$ cat src/rtl/uart_fifo_port.sv
`timescale 1ns/1ps
`default_nettype none
// +----------------------------------------------------------------------------+
// | Module      : uart_fifo_port                                               |
// | Description : 8N1 UART transceiver with a CPU-facing RX store. Defining    |
// |               UART_RX_FIFO_EN gives a 2^RX_DEPTH_LOG2-entry RX FIFO;       |
// |               otherwise RX storage is a single holding register.          |
// | Revision    : 1.0 - initial release                                        |
// +----------------------------------------------------------------------------+
module uart_fifo_port #(
    parameter int CLKS_PER_BIT  = 104,
    parameter int RX_DEPTH_LOG2 = 3
) (
    input  logic       clk,
    input  logic       reset,
    input  logic       uart0_wr,
    input  logic       uart0_rd,
    input  logic [7:0] uart_w,
    output logic       uart0_busy,
    output logic       uart0_valid,
    output logic [7:0] uart0_data,
    input  logic       uart_rxd,
    output logic       uart_txd
);

    localparam int                 c_CNT_W     = $clog2(CLKS_PER_BIT);
    localparam logic [c_CNT_W-1:0] c_BIT_LAST  = c_CNT_W'(CLKS_PER_BIT - 1);
    localparam logic [c_CNT_W-1:0] c_HALF_LAST = c_CNT_W'(CLKS_PER_BIT / 2 - 1);
    localparam logic [c_CNT_W-1:0] c_CNT_ONE   = c_CNT_W'(1);

    typedef enum logic [1:0] {
        S_IDLE  = 2'd0,
        S_START = 2'd1,
        S_DATA  = 2'd2,
        S_STOP  = 2'd3
    } uart_state_t;

    // ---------------- transmitter ----------------
    uart_state_t        r_tx_state, w_tx_state;
    logic [c_CNT_W-1:0] r_tx_cnt, w_tx_cnt;
    logic [2:0]         r_tx_bit, w_tx_bit;
    logic [7:0]         r_tx_shift, w_tx_shift;
    logic               r_txd, w_txd;
    logic               w_tx_tick;

    assign w_tx_tick = (r_tx_cnt == c_BIT_LAST);

    always_comb begin
        w_tx_state = r_tx_state;
        w_tx_cnt   = r_tx_cnt;
        w_tx_bit   = r_tx_bit;
        w_tx_shift = r_tx_shift;
        w_txd      = 1'b1;
        if (r_tx_state != S_IDLE) begin
            w_tx_cnt = w_tx_tick ? '0 : r_tx_cnt + c_CNT_ONE;
        end
        case (r_tx_state)
            S_IDLE: begin
                if (uart0_wr) begin
                    w_tx_state = S_START;
                    w_tx_shift = uart_w;
                    w_tx_cnt   = '0;
                end
            end
            S_START: begin
                if (w_tx_tick) w_tx_state = S_DATA;
            end
            S_DATA: begin
                if (w_tx_tick) begin
                    w_tx_bit   = r_tx_bit + 3'd1;
                    w_tx_shift = {1'b0, r_tx_shift[7:1]};
                    if (r_tx_bit == 3'd7) w_tx_state = S_STOP;
                end
            end
            default: begin
                if (w_tx_tick) w_tx_state = S_IDLE;
            end
        endcase
        // Line level is derived from the next state so uart_txd is a flop output.
        case (w_tx_state)
            S_START: w_txd = 1'b0;
            S_DATA:  w_txd = w_tx_shift[0];
            default: w_txd = 1'b1;
        endcase
    end

    always_ff @(posedge clk or posedge reset) begin
        if (reset) begin
            r_tx_state <= S_IDLE;
            r_tx_cnt   <= '0;
            r_tx_bit   <= '0;
            r_tx_shift <= '0;
            r_txd      <= 1'b1;
        end else begin
            r_tx_state <= w_tx_state;
            r_tx_cnt   <= w_tx_cnt;
            r_tx_bit   <= w_tx_bit;
            r_tx_shift <= w_tx_shift;
            r_txd      <= w_txd;
        end
    end

    assign uart_txd   = r_txd;
    assign uart0_busy = (r_tx_state != S_IDLE);

    // ---------------- receiver ----------------
    logic               r_rx_meta, r_rx_sync, r_rx_prev;
    uart_state_t        r_rx_state, w_rx_state;
    logic [c_CNT_W-1:0] r_rx_cnt, w_rx_cnt;
    logic [2:0]         r_rx_bit, w_rx_bit;
    logic [7:0]         r_rx_shift, w_rx_shift;
    logic               r_push, w_rx_push;

    always_comb begin
        w_rx_state = r_rx_state;
        w_rx_cnt   = r_rx_cnt;
        w_rx_bit   = r_rx_bit;
        w_rx_shift = r_rx_shift;
        w_rx_push  = 1'b0;
        case (r_rx_state)
            S_IDLE: begin
                if (r_rx_prev && !r_rx_sync) begin
                    w_rx_state = S_START;
                    w_rx_cnt   = '0;
                end
            end
            S_START: begin
                if (r_rx_cnt == c_HALF_LAST) begin
                    w_rx_cnt   = '0;
                    w_rx_bit   = '0;
                    w_rx_state = r_rx_sync ? S_IDLE : S_DATA;
                end else begin
                    w_rx_cnt = r_rx_cnt + c_CNT_ONE;
                end
            end
            S_DATA: begin
                if (r_rx_cnt == c_BIT_LAST) begin
                    w_rx_cnt   = '0;
                    w_rx_shift = {r_rx_sync, r_rx_shift[7:1]};
                    w_rx_bit   = r_rx_bit + 3'd1;
                    if (r_rx_bit == 3'd7) w_rx_state = S_STOP;
                end else begin
                    w_rx_cnt = r_rx_cnt + c_CNT_ONE;
                end
            end
            default: begin
                if (r_rx_cnt == c_BIT_LAST) begin
                    w_rx_cnt   = '0;
                    w_rx_state = S_IDLE;
                    w_rx_push  = r_rx_sync;
                end else begin
                    w_rx_cnt = r_rx_cnt + c_CNT_ONE;
                end
            end
        endcase
    end

    always_ff @(posedge clk or posedge reset) begin
        if (reset) begin
            r_rx_meta  <= 1'b1;
            r_rx_sync  <= 1'b1;
            r_rx_prev  <= 1'b1;
            r_rx_state <= S_IDLE;
            r_rx_cnt   <= '0;
            r_rx_bit   <= '0;
            r_rx_shift <= '0;
            r_push     <= 1'b0;
        end else begin
            r_rx_meta  <= uart_rxd;
            r_rx_sync  <= r_rx_meta;
            r_rx_prev  <= r_rx_sync;
            r_rx_state <= w_rx_state;
            r_rx_cnt   <= w_rx_cnt;
            r_rx_bit   <= w_rx_bit;
            r_rx_shift <= w_rx_shift;
            r_push     <= w_rx_push;
        end
    end

    // ---------------- RX storage ----------------
    // r_rx_shift holds the completed byte until the next frame's data phase,
    // so the store can take it directly on the cycle after the stop sample.
    logic                   w_pop, w_push;
    logic [RX_DEPTH_LOG2:0] w_count;

`ifdef UART_RX_FIFO_EN
    localparam int                       c_DEPTH   = 1 << RX_DEPTH_LOG2;
    localparam logic [RX_DEPTH_LOG2:0]   c_FULL    = (RX_DEPTH_LOG2 + 1)'(c_DEPTH);
    localparam logic [RX_DEPTH_LOG2:0]   c_CNT1    = (RX_DEPTH_LOG2 + 1)'(1);
    localparam logic [RX_DEPTH_LOG2-1:0] c_PTR_ONE = RX_DEPTH_LOG2'(1);

    logic [7:0]               r_mem [c_DEPTH];
    logic [RX_DEPTH_LOG2-1:0] r_wr_ptr, r_rd_ptr;
    logic [RX_DEPTH_LOG2:0]   r_count;

    assign w_pop  = uart0_rd && ((r_count != '0) || r_push);
    assign w_push = r_push && ((r_count != c_FULL) || w_pop);

    always_ff @(posedge clk or posedge reset) begin
        if (reset) begin
            r_wr_ptr <= '0;
            r_rd_ptr <= '0;
            r_count  <= '0;
        end else begin
            if (w_push) r_wr_ptr <= r_wr_ptr + c_PTR_ONE;
            if (w_pop)  r_rd_ptr <= r_rd_ptr + c_PTR_ONE;
            if (w_push && !w_pop)      r_count <= r_count + c_CNT1;
            else if (w_pop && !w_push) r_count <= r_count - c_CNT1;
        end
    end

    always_ff @(posedge clk) begin
        if (w_push) r_mem[r_wr_ptr] <= r_rx_shift;
    end

    assign w_count    = r_count;
    assign uart0_data = (r_count != '0) ? r_mem[r_rd_ptr] : 8'h00;
`else
    logic       r_hold_full;
    logic [7:0] r_hold_data;

    assign w_pop  = uart0_rd && r_hold_full;
    assign w_push = r_push && (!r_hold_full || w_pop);

    always_ff @(posedge clk or posedge reset) begin
        if (reset) begin
            r_hold_full <= 1'b0;
            r_hold_data <= '0;
        end else begin
            r_hold_full <= w_push || (r_hold_full && !w_pop);
            if (w_push) r_hold_data <= r_rx_shift;
        end
    end

    assign w_count    = {{RX_DEPTH_LOG2{1'b0}}, r_hold_full};
    assign uart0_data = r_hold_full ? r_hold_data : 8'h00;
`endif

    assign uart0_valid = (w_count != '0);

endmodule
`default_nettype wire

$ cat config.mk
export PLATFORM = sky130hd
export DESIGN_NAME = uart_fifo_port
export DESIGN_NICKNAME = d
export VERILOG_FILES = /design/src/rtl/uart_fifo_port.sv
export SDC_FILE = /design/constraint.sdc
export NUM_CORES = 1
export LEC_CHECK = 0
export BUFFER_PORTS_ARGS = -buffer_cell sky130_fd_sc_hd__buf_2
export CORE_MARGIN = 3
export CORE_UTILIZATION = 38
export DETAILED_ROUTE_END_ITERATION = 12
export GPL_TIMING_DRIVEN = 0
export SLEW_MARGIN = 10
export SYNTH_ARGS = -nofsm -noshare
export SYNTH_HDL_FRONTEND = slang
export SYNTH_SLANG_ARGS = --single-unit
$ cat constraint.sdc
create_clock -name clk -period 1.45 [get_ports clk]
set_input_delay 0.0725 -clock clk [delete_from_list [all_inputs] [get_ports clk]]
set_output_delay 0.0725 -clock clk [all_outputs]
set_load 0.005 [all_outputs]
==> results of run 1 <==
==> stage by stage <==
step	setup TNS (ps)	hold slack, ps	util	instance area (um^2)
3_3_place_gp	-36500	181	0.432	2790
5_1_grt	-2540	62.8	0.500	3230
6_report	-1180	75.6	0.500	3230
3_5_place_dp	-3870	171	0.435	2810
4_1_cts	-1890	40.4	0.479	3100
2_1_floorplan	-580	77.0	-	2580
==> path summary, 6_finish.rpt <==
path / end / slack [ps] / cells after the start
max: r_tx_bit[1] / -150 / 5
max in group asynchronous: r_rx_prev / 480 / 4
min in group asynchronous: r_rx_cnt[3] / 350 / 3
min reg2reg: r_rx_sync / 360 / 0
max reg2reg: r_tx_bit[1] / -150 / 5
min: uart0_valid / 80 / 3
==> metal layers <==
layer | track usage | routed length [um] | up-vias
li1 | - | - | 899
met1 | 0.183 | 2350 | 891
met2 | 0.213 | 2280 | 31
met3 | 0.0326 | 162 | 7
met4 | 0.0371 | 58 | 0
met5 | 0 | 0 | -
==> kinds of logic after synthesis <==
family                   after synthesis
XOR/XNOR                              10
multiplexers                          20
adder cells (fa/ha/maj)                6
AND/OR/NAND/NOR                       71
flip-flops                            54
AO/OA/AOI/OAI                         45
buffers and inverters                 13
==> registers in the layout (all words and copies together), names as in the netlist <==
signal / count
r_tx_state: 2
uart0_valid: 1
r_rx_bit: 3
r_rx_shift: 8
r_tx_shift: 8
r_push: 1
r_hold_data: 8
r_rx_meta: 1
r_rx_state: 2
r_rx_prev: 1
r_rx_cnt: 7
uart_txd: 1
r_tx_bit: 3
r_tx_cnt: 7
r_rx_sync: 1
==> repair_timing <==
| item | 4_1_cts | 5_1_grt |
|---|---|---|
| setup endpoints to repair | 37 | 40 |
| pin swaps | 4 | 9 |
| endpoints found under the hold margin | 25 | 0 |
| gates resized for setup | 18 | 27 |
| gates cloned | 1 | 0 |
| hold buffers | 3 | 0 |
| buffers inserted | 9 | 5 |
==> placed cells by master (no fill, tap or decap), types with 5 or more instances in the layout <==
cell | netlist | routed
dfrtp_1 | 50 | 50
buf_2 | 2 | 24
mux2_2 | 18 | 16
buf_4 | 3 | 15
nor2_1 | 13 | 11
nand2_1 | 13 | 10
a21oi_1 | 14 | 9
and2_1 | 8 | 8
nand3_1 | 7 | 7
xnor2_1 | 7 | 7
clkbuf_8 | 1 | 6
a221o_1 | 6 | 6
a21oi_2 | 1 | 5
and3_2 | 5 | 5
==> worst reg2reg max path, cell delays in order (launching register included) <==
cell	delay [ps]
dfrtp_1	420
ha_4	170
nand4bb_4	140
nor4b_4	310
buf_6	170
mux2_4	290
==> Yosys cell counts (2+ instances only) <==
library cell / instances / area [um^2]
nand2b_1: 5 / 31.3
dfstp_2: 4 / 105
a31oi_1: 2 / 12.5
mux2_2: 18 / 203
xor2_1: 3 / 26.3
o22ai_1: 3 / 18.8
nor3_1: 3 / 15.0
and3_2: 5 / 37.5
and3_1: 3 / 18.8
inv_1: 6 / 22.5
and2_1: 8 / 50.1
o31ai_1: 2 / 15.0
buf_4: 3 / 22.5
o21ai_0: 8 / 40.0
a211oi_1: 3 / 22.5
nand3_1: 7 / 35.0
buf_2: 2 / 10.0
a221o_1: 6 / 60.1
nor2_1: 13 / 48.8
a21oi_1: 14 / 70.1
nand2_1: 13 / 48.8
and4bb_2: 3 / 37.5
xnor2_1: 7 / 61.3
dfrtp_1: 50 / 1250
mux2i_1: 2 / 20.0
nor2b_1: 2 / 12.5
ha_1: 6 / 75.1
==> area by class of cell <==
class,instances,share of cell area
flip-flops and latches,54,0.420
inverters,6,0.00813
multi-input cells,153,0.410
plain buffers,6,0.0163
clock buffers,5,0.0213
repair buffers,41,0.0860
clock inverters,3,0.00891
well taps,77,0.0298
==> report_power, final <==
part | switching [uW] | leakage, uW | total, uW | internal, uW
registers | 246 | 0.000703 | 2000 | 1750
logic | 657 | 0.000768 | 1300 | 638
clock network | 538 | 0.0000506 | 901 | 362
==> impl_metrics.toml, run 1 <==
[status]
status = "finished, violations left"
violations = "negative setup slack"

[sta]
rsz0062_at_grt = "yes"
fin_crit_sh = 1.10
min_period_ps = 1600
setup_ws_ps = -145
slew_headroom = 0.619
hold_viol_final = 0
fin_skew_ps = 11.2
max_freq_ghz = 0.627
setup_viol = 15
tightest_slew_ps = 570
slew_viol_final = 0

[clock_tree]
clk_latency_ps = 310
clk_pin_slew_worst_paths_ps = 100
cts_tree = "yes"
clkSinkCount = 54
numCtsBuffers = 5
htreeDepth = 2
cts_buffer_depth = 2
cts-root-buf = "clkbuf_8"

[yosys]
yosysWarnings = 0
synth_ff_type = "dfrtp_1"
synth-seq-cells = 54
synth_fa_ha_area_frac = 0.0291
synthesis.nets = 238
synthArstFlopShare = 1.00
ys_seq_area_frac = 0.526
avgSynthCellArea_um2 = 11.8
syn_area_mm2 = 0.00258
yosysUniqueCellTypes = 45
synth_xor_xnor_area_share = 0.0340
synth_simple_gate_area_frac = 0.174
syn_inst = 219
synth_top_family_by_area = "simple AND/OR/NAND/NOR gates"
synthMuxAreaShare = 0.0864
synth_compound_area_frac = 0.119
synth_edf_count = 0

[worst_setup_path]
critPathMaxFanout = 4
end_kind = "flip-flop"
cp-startpoint = "r_tx_cnt[1]"
arrival_ps = 1800
startpoint_type = "flip-flop"
critical_path_required_ps = 1660
crit_chain = "ha_4 > nand4bb_4 > nor4b_4 > buf_6 > mux2_4"
critical_path.top_delay_family = "simple AND/OR/NAND/NOR gates"
path_class = "flip-flop to flip-flop"
slowest_stage = "dfrtp_1"
timing.rr.start = "r_tx_cnt[1]"
crit_buf_inv = 1
critPathMaxStageDelay_ps = 420

[global_route]
grt_max_degree = 30
grt.overflow.total = 0
grt_pass1_vias = 1749
grt_usage = 0.134
grt_first_pass_wirelength_um = 8270
antenna_found_initial = 0

[route]
viasPerCell = 5.30
drt_iter0_markers = 79
dr.pass1.iters = 6
routed_wl_um = 4850
vias = 1828
drc_errors = 0
drtAntennaViolNets = 0
wl_per_cell_um = 14.1

[floorplanning]
num_rows = 29
die_y_um = 88.4
start_util = 0.399
die_w_um = 88.4
dieArea_mm2 = 0.00781
core_area_mm2 = 0.00646
ios = 24

[placed_design]
pre_cts_slack_ps = -292
port_buffers = 23
place.gp.congestion = 0.760
dp_cells = 320
hpwl_um = 3180

[layout]
drive_gt1_frac = 0.433
finalNonFillerCells = 345
multi_input_area_mm2 = 0.00132
fillCellCount = 588
register_area_mm2 = 0.00136
antenna_cells = 0
syn_to_final_growth_pct = 25.3
num-nets-final = 286

[worst_hold_path]
worstHoldPathType = "input port to flip-flop"
min_from = "uart0_rd"

[power_and_ir_drop]
finalPower_uw = 4200
p_per_area_mw_per_mm2 = 1300
leakage_uw = 0.00152
ir_worst_vdd_mv = 0.515

[flow_run]
drv_cap = 0
No activity file was read; power rests on OpenSTA's default activity.
==> run 2, diff against run 1 <==
ABC_AREA = 1   (was not set)
==> impl_metrics.toml, run 2 <==
[route]
drt_iter0_markers = 64
routed_wl_um = 5120
dr.pass1.iters = 4
viasPerCell = 4.56
drc_errors = 0
drtAntennaViolNets = 0
wl_per_cell_um = 11.0
vias = 2115

[yosys]
syn_inst = 311
syn_area_mm2 = 0.00268
synth_simple_gate_area_frac = 0.278
yosysWarnings = 0
synthArstFlopShare = 1.00
yosys.area.top_type = "dfrtp_1"
synthesis.nets = 330
netlist_top_cells_count = "nand2_1 (84), dfrtp_1 (50), inv_1 (45)"
synth-seq-cells = 54
avgSynthCellArea_um2 = 8.61
synth.most_common_cell = "nand2_1"
synthTopCellsByArea = "dfrtp_1 (47%), nand2_1 (12%), inv_1 (6.3%)"
synth.top_cell.area_share = 0.467
yosysUniqueCellTypes = 34
synthMuxAreaShare = 0.00421
synth_compound_area_frac = 0.0958
synth_top_family_by_area = "simple AND/OR/NAND/NOR gates"
ys_seq_area_frac = 0.507
synth_edf_count = 0
synth_ff_type = "dfrtp_1"
synth_fa_ha_area_frac = 0.0280
synth_xor_xnor_area_share = 0.00327

[sta]
fin_skew_ps = 8.59
hold_slack_ps = 86.2
max_freq_ghz = 0.690
rsz0062_at_grt = "yes"
slew_headroom = 0.591
tns_ps = -0.135
slew_viol_final = 0
hold_viol_final = 0
fin_crit_sh = 1.00
tightest_slew_ps = 613
min_period_ps = 1450
setup_viol = 1
setup_ws_ps = -0.135

[status]
violations = "negative setup slack"
status = "finished, violations left"

[floorplanning]
core_area_mm2 = 0.00660
die_y_um = 89.9
ios = 24
start_util = 0.405
die_w_um = 89.9
num_rows = 29
dieArea_mm2 = 0.00809

[placed_design]
hpwl_um = 3420
port_buffers = 23
place.gp.congestion = 0.758
dp_cells = 428
pre_cts_slack_ps = -105

[layout]
syn_to_final_growth_pct = 26.9
reg_top3 = "r_hold_data (8), r_rx_shift (8), r_tx_shift (8)"
num-nets-final = 389
final_cell_mix = "nand2_1 (79), dfrtp_1 (50), inv_1 (43)"
antenna_cells = 0
final_common_cell = "nand2_1"
finalNonFillerCells = 464
drive_gt1_frac = 0.299

[clock_tree]
numCtsBuffers = 5
clkSinkCount = 54
clk_latency_ps = 310
htreeDepth = 2
clk_pin_slew_worst_paths_ps = 100
cts-root-buf = "clkbuf_8"
cts_buffer_depth = 2
cts_tree = "yes"

[global_route]
grt_pass1_vias = 1999
grt_usage = 0.132
antenna_found_initial = 0
grt.overflow.total = 0
grt_first_pass_wirelength_um = 9050
grt_max_degree = 29

[flow_run]
drv_cap = 0

[worst_setup_path]
end_kind = "flip-flop"
arrival_ps = 1710
slowest_stage = "dfrtp_1"
crit_chain = "ha_4 > inv_2 > nor2_2 > nand3_1 > nand2_2 > o21ai_4 > nor2_4 > nand3_2 > nand2_1"
path_class = "flip-flop to flip-flop"
startpoint_type = "flip-flop"
critPathMaxStageDelay_ps = 420
timing.rr.start = "r_rx_cnt[0]"
cp-startpoint = "r_rx_cnt[0]"
critPathMaxFanout = 6
critical_path_required_ps = 1710

[power_and_ir_drop]
p_per_area_mw_per_mm2 = 1350
leakage_uw = 0.00177
ir_worst_vdd_mv = 0.668

[worst_hold_path]
min_from = "uart0_wr"
worstHoldPathType = "input port to flip-flop"
run 2: changes by cell type after synthesis, moves of 9 or more:
cell / before / now
o21ai_2: 0 / 9
nand3_1: 7 / 30
mux2_2: 18 / 1
inv_1: 6 / 45
nand2_1: 13 / 84
run 2: path summary, 6_finish.rpt:
path / slack [ps] / end / cells past startpoint
max: -0.1 / r_rx_state[0] / 9
min: 90 / r_tx_cnt[1] / 4
max reg2reg: -0.1 / r_rx_state[0] / 9
min reg2reg: 350 / r_rx_sync / 0
max in group asynchronous: 510 / r_rx_cnt[6] / 4
min in group asynchronous: 380 / r_rx_cnt[3] / 3
run 2: what timing repair did:
action,4_1_cts,5_1_grt
pin swaps,4,11
gates resized for setup,5,23
setup buffers,7,9
setup endpoints to repair,27,27
hold buffers,10,0
hold endpoints to repair,31,0
gates cloned,0,2
run 2: kinds of logic (layout without fill, tap and decap cells):
group,count (synthesis),after routing
xor+xnor,1,1
buf+inv,54,113
flops,54,54
fa+ha+maj,6,6
simple gates,157,158
compound gates,38,38
mux,1,1
run 2: stage by stage:
step | power, uW | util | area [um^2]
finish | 4590 | 0.514 | 3400
global route | 4950 | 0.514 | 3400
CTS | 4380 | 0.486 | 3210
detailed placement | 3230 | 0.444 | 2930
global placement | 3200 | 0.441 | 2910
floorplan | 2950 | - | 2680
run 2: area by class of cell:
| type | instances | area (um^2) |
|---|---|---|
| Tap cell | 93 | 116 |
| Timing Repair Buffer | 51 | 384 |
| Fill cell | 628 | 3210 |
| Clock inverter | 3 | 43.8 |
| Inverter | 50 | 195 |
| Buffer | 4 | 36.3 |
| Multi-Input combinational cell | 204 | 1200 |
| Clock buffer | 5 | 68.8 |
| Sequential cell | 54 | 1360 |
run 2: critical path, delay by kind of cell, from the launching register on:
kind	cells	cell delay (ps)
AO/OA/AOI/OAI	1	80
flip-flops	1	420
AND/OR/NAND/NOR	6	670
adder cells (fa/ha/maj)	1	190
buffers and inverters	1	40
run 2: metal layers:
layer	part of all wire	vias to the layer above	GRT usage	routed length (um)
met4	0.0078	0	0.0268	40
met2	0.49	33	0.222	2500
met1	0.47	978	0.174	2410
met5	0	-	0	0
li1	-	1100	-	-
met3	0.032	4	0.0334	166
run 2: report_power, final:
part	switching [uW]	internal (uW)
Sequential	251	1810
Clock	513	518
Combinational	865	642
Total	1630	2970
==> run 3, diff against run 2 <==
--- a/config.mk
+++ b/config.mk
@@ -8,8 +8,11 @@
 export ABC_AREA = 1
 export BUFFER_PORTS_ARGS = -buffer_cell sky130_fd_sc_hd__buf_2
+export CELL_PAD_IN_SITES_DETAIL_PLACEMENT = 2
+export CELL_PAD_IN_SITES_GLOBAL_PLACEMENT = 2
 export CORE_MARGIN = 3
-export CORE_UTILIZATION = 38
+export CORE_UTILIZATION = 32
 export DETAILED_ROUTE_END_ITERATION = 12
 export GPL_TIMING_DRIVEN = 0
+export PLACE_DENSITY_LB_ADDON = 0.1
 export SLEW_MARGIN = 10
 export SYNTH_ARGS = -nofsm -noshare
==> constraint.sdc (replaced) <==
create_clock -name clk -period 1.45 [get_ports clk]
set_input_delay 0.0725 -clock clk [delete_from_list [all_inputs] [get_ports clk]]
set_output_delay 0.0725 -clock clk [all_outputs]
set_load 0.01 [all_outputs]
==> impl_metrics.toml, run 3 (synthesis results as in run 2) <==
[status]
status = "finished, final reports clean"

[sta]
max_freq_ghz = 0.693
fin_crit_sh = 0.995
hold_viol_final = 0
min_period_ps = 1440
slew_viol_final = 0
rsz0062_at_grt = "yes"
slew_headroom = 0.712
hold_slack_ps = 52.1
tightest_slew_ps = 432
setup_viol = 0
fin_skew_ps = 9.61

[route]
routed_wl_um = 6850
dr.pass1.iters = 3
drtAntennaViolNets = 0
drc_errors = 0
vias = 2278
drt_iter0_markers = 36
viasPerCell = 4.79
wl_per_cell_um = 14.4

[worst_setup_path]
timing.rr.start = "r_rx_cnt[0]"
crit_chain = "ha_4 > nand3_4 > nor2_4 > nand2_4 > buf_4 > nand3_1 > o21ai_1"
startpoint_type = "flip-flop"
r2r_end = "r_rx_bit[1]"
critPathMaxStageDelay_ps = 400
slowest_stage = "dfrtp_1"
path_class = "flip-flop to flip-flop"
critPathMaxFanout = 7
end_kind = "flip-flop"
arrival_ps = 1640
rrSetupSlack_ps = 8
path_depth = 7
crit_buf_inv = 1
critical_path_required_ps = 1650
r2r_cells = 7
critical_path.top_delay_family = "simple AND/OR/NAND/NOR gates"

[power_and_ir_drop]
p_per_area_mw_per_mm2 = 1300
leakage_uw = 0.00178
swShare = 0.378
ir_worst_vdd_mv = 0.621
p_int_uw = 2840
switching_power_uw = 1720
p_clk_frac = 0.186
pwr-share-comb = 0.359
pwr-share-seq = 0.456

[layout]
syn_to_final_growth_pct = 30.6
antenna_cells = 0
num-nets-final = 392
post-route-cell-area_mm2 = 0.00350
fillCellCount = 922
final_common_cell = "nand2_1"
final_cell_mix = "nand2_1 (71), dfrtp_1 (48), inv_1 (40)"
reg_top3 = "r_hold_data (8), r_rx_shift (8), r_tx_shift (8)"
drive_gt1_frac = 0.348

[global_route]
grt_max_degree = 37
grt_usage = 0.148
grt_first_pass_wirelength_um = 11700
grt_pass1_vias = 2452
top_usage_layer = "met2"
grt.overflow.total = 0
use_met1 = 0.184
grt_use_met3 = 0.0237
antenna_found_initial = 0
met2_usage = 0.271

[placed_design]
hpwl_um = 4500
port_buffers = 23
dpl_cell_area_mm2 = 0.00294
place.gp.congestion = 0.741

[clock_tree]
cts_tree = "yes"
clkSinkCount = 54
clk_pin_slew_worst_paths_ps = 100
cts-root-buf = "clkbuf_8"
cts_buffer_depth = 2
numCtsBuffers = 5
clk_latency_ps = 310
htreeDepth = 2

[flow_run]
drv_cap = 0

[floorplanning]
ios = 24
core_area_mm2 = 0.00793
dieArea_mm2 = 0.00950
num_rows = 32
start_util = 0.338
die_w_um = 97.5
die_y_um = 97.5

[worst_hold_path]
worstHoldPathType = "input port to flip-flop"
min_from = "uart0_rd"
min_delay_path_depth = 4
hold_end = "uart0_valid"
run 3: power by group through the flow:
stage / combinational [uW] / sequential, uW / clock [uW]
2_1_floorplan: 946 / 2010 / 0
3_3_place_gp: 1190 / 2060 / 0
3_5_place_dp: 1240 / 2070 / 0
4_1_cts: 1430 / 2060 / 903
5_1_grt: 1890 / 2130 / 963
6_report: 1640 / 2080 / 846
run 3: worst max path at each step:
stage	startpoint	end	slack [ps]
2_1_floorplan	r_tx_cnt[0]	r_tx_shift[1]	60
3_3_place_gp	reset	r_hold_data[1]	-790
3_5_place_dp	r_tx_cnt[0]	r_tx_shift[1]	-180
4_1_cts	r_rx_cnt[1]	r_rx_state[0]	-3
5_1_grt	r_rx_state[0]	r_rx_cnt[3]	-140
6_report	r_rx_cnt[0]	r_rx_bit[1]	8
run 3: area by class of cell:
class | instances | area (um^2) | area share
tap | 102 | 128 | 0.0365
clock buffer | 5 | 68.8 | 0.0197
clock inverter | 3 | 21.3 | 0.00608
buffer | 4 | 41.3 | 0.0118
multi-input combinational | 204 | 1270 | 0.363
timing repair buffer | 54 | 412 | 0.118
sequential | 54 | 1360 | 0.389
inverter | 50 | 198 | 0.0565
run 3: metrics by stage:
step                       util  std cells  total power (uW)  worst slack, ps  setup TNS (ps)
after floorplan               -        311              2960             64.6               0
after global placement    0.368        436              3260             -790          -42660
after detailed placement  0.371        437              3320             -183           -3170
after CTS                 0.412        466              4390            -2.89           -2.89
after global routing      0.441        476              4980             -140           -1440
final                     0.441        476              4560             7.54               0
run 3: worst min-delay path: cells and delay by family:
family,cells,cell delay (ps)
buffers and inverters,2,110
and+or+nand+nor,2,130
run 3: timing repair:
item                                    CTS  global route
resized for setup                        14            41
hold endpoints to repair                 25             0
hold buffers                              9             0
pin swaps                                 7            10
buffers inserted                         12             8
cloned                                    0             2
endpoints found under the setup margin   35            39
run 3: layer usage:
metal  part of all wire  vias up  wire length [um]
li1                   -     1110                 -
met1               0.43     1145              2920
met2               0.55       19              3770
met3              0.017        4               117
met4             0.0061        0                42
met5                  0        -                 0
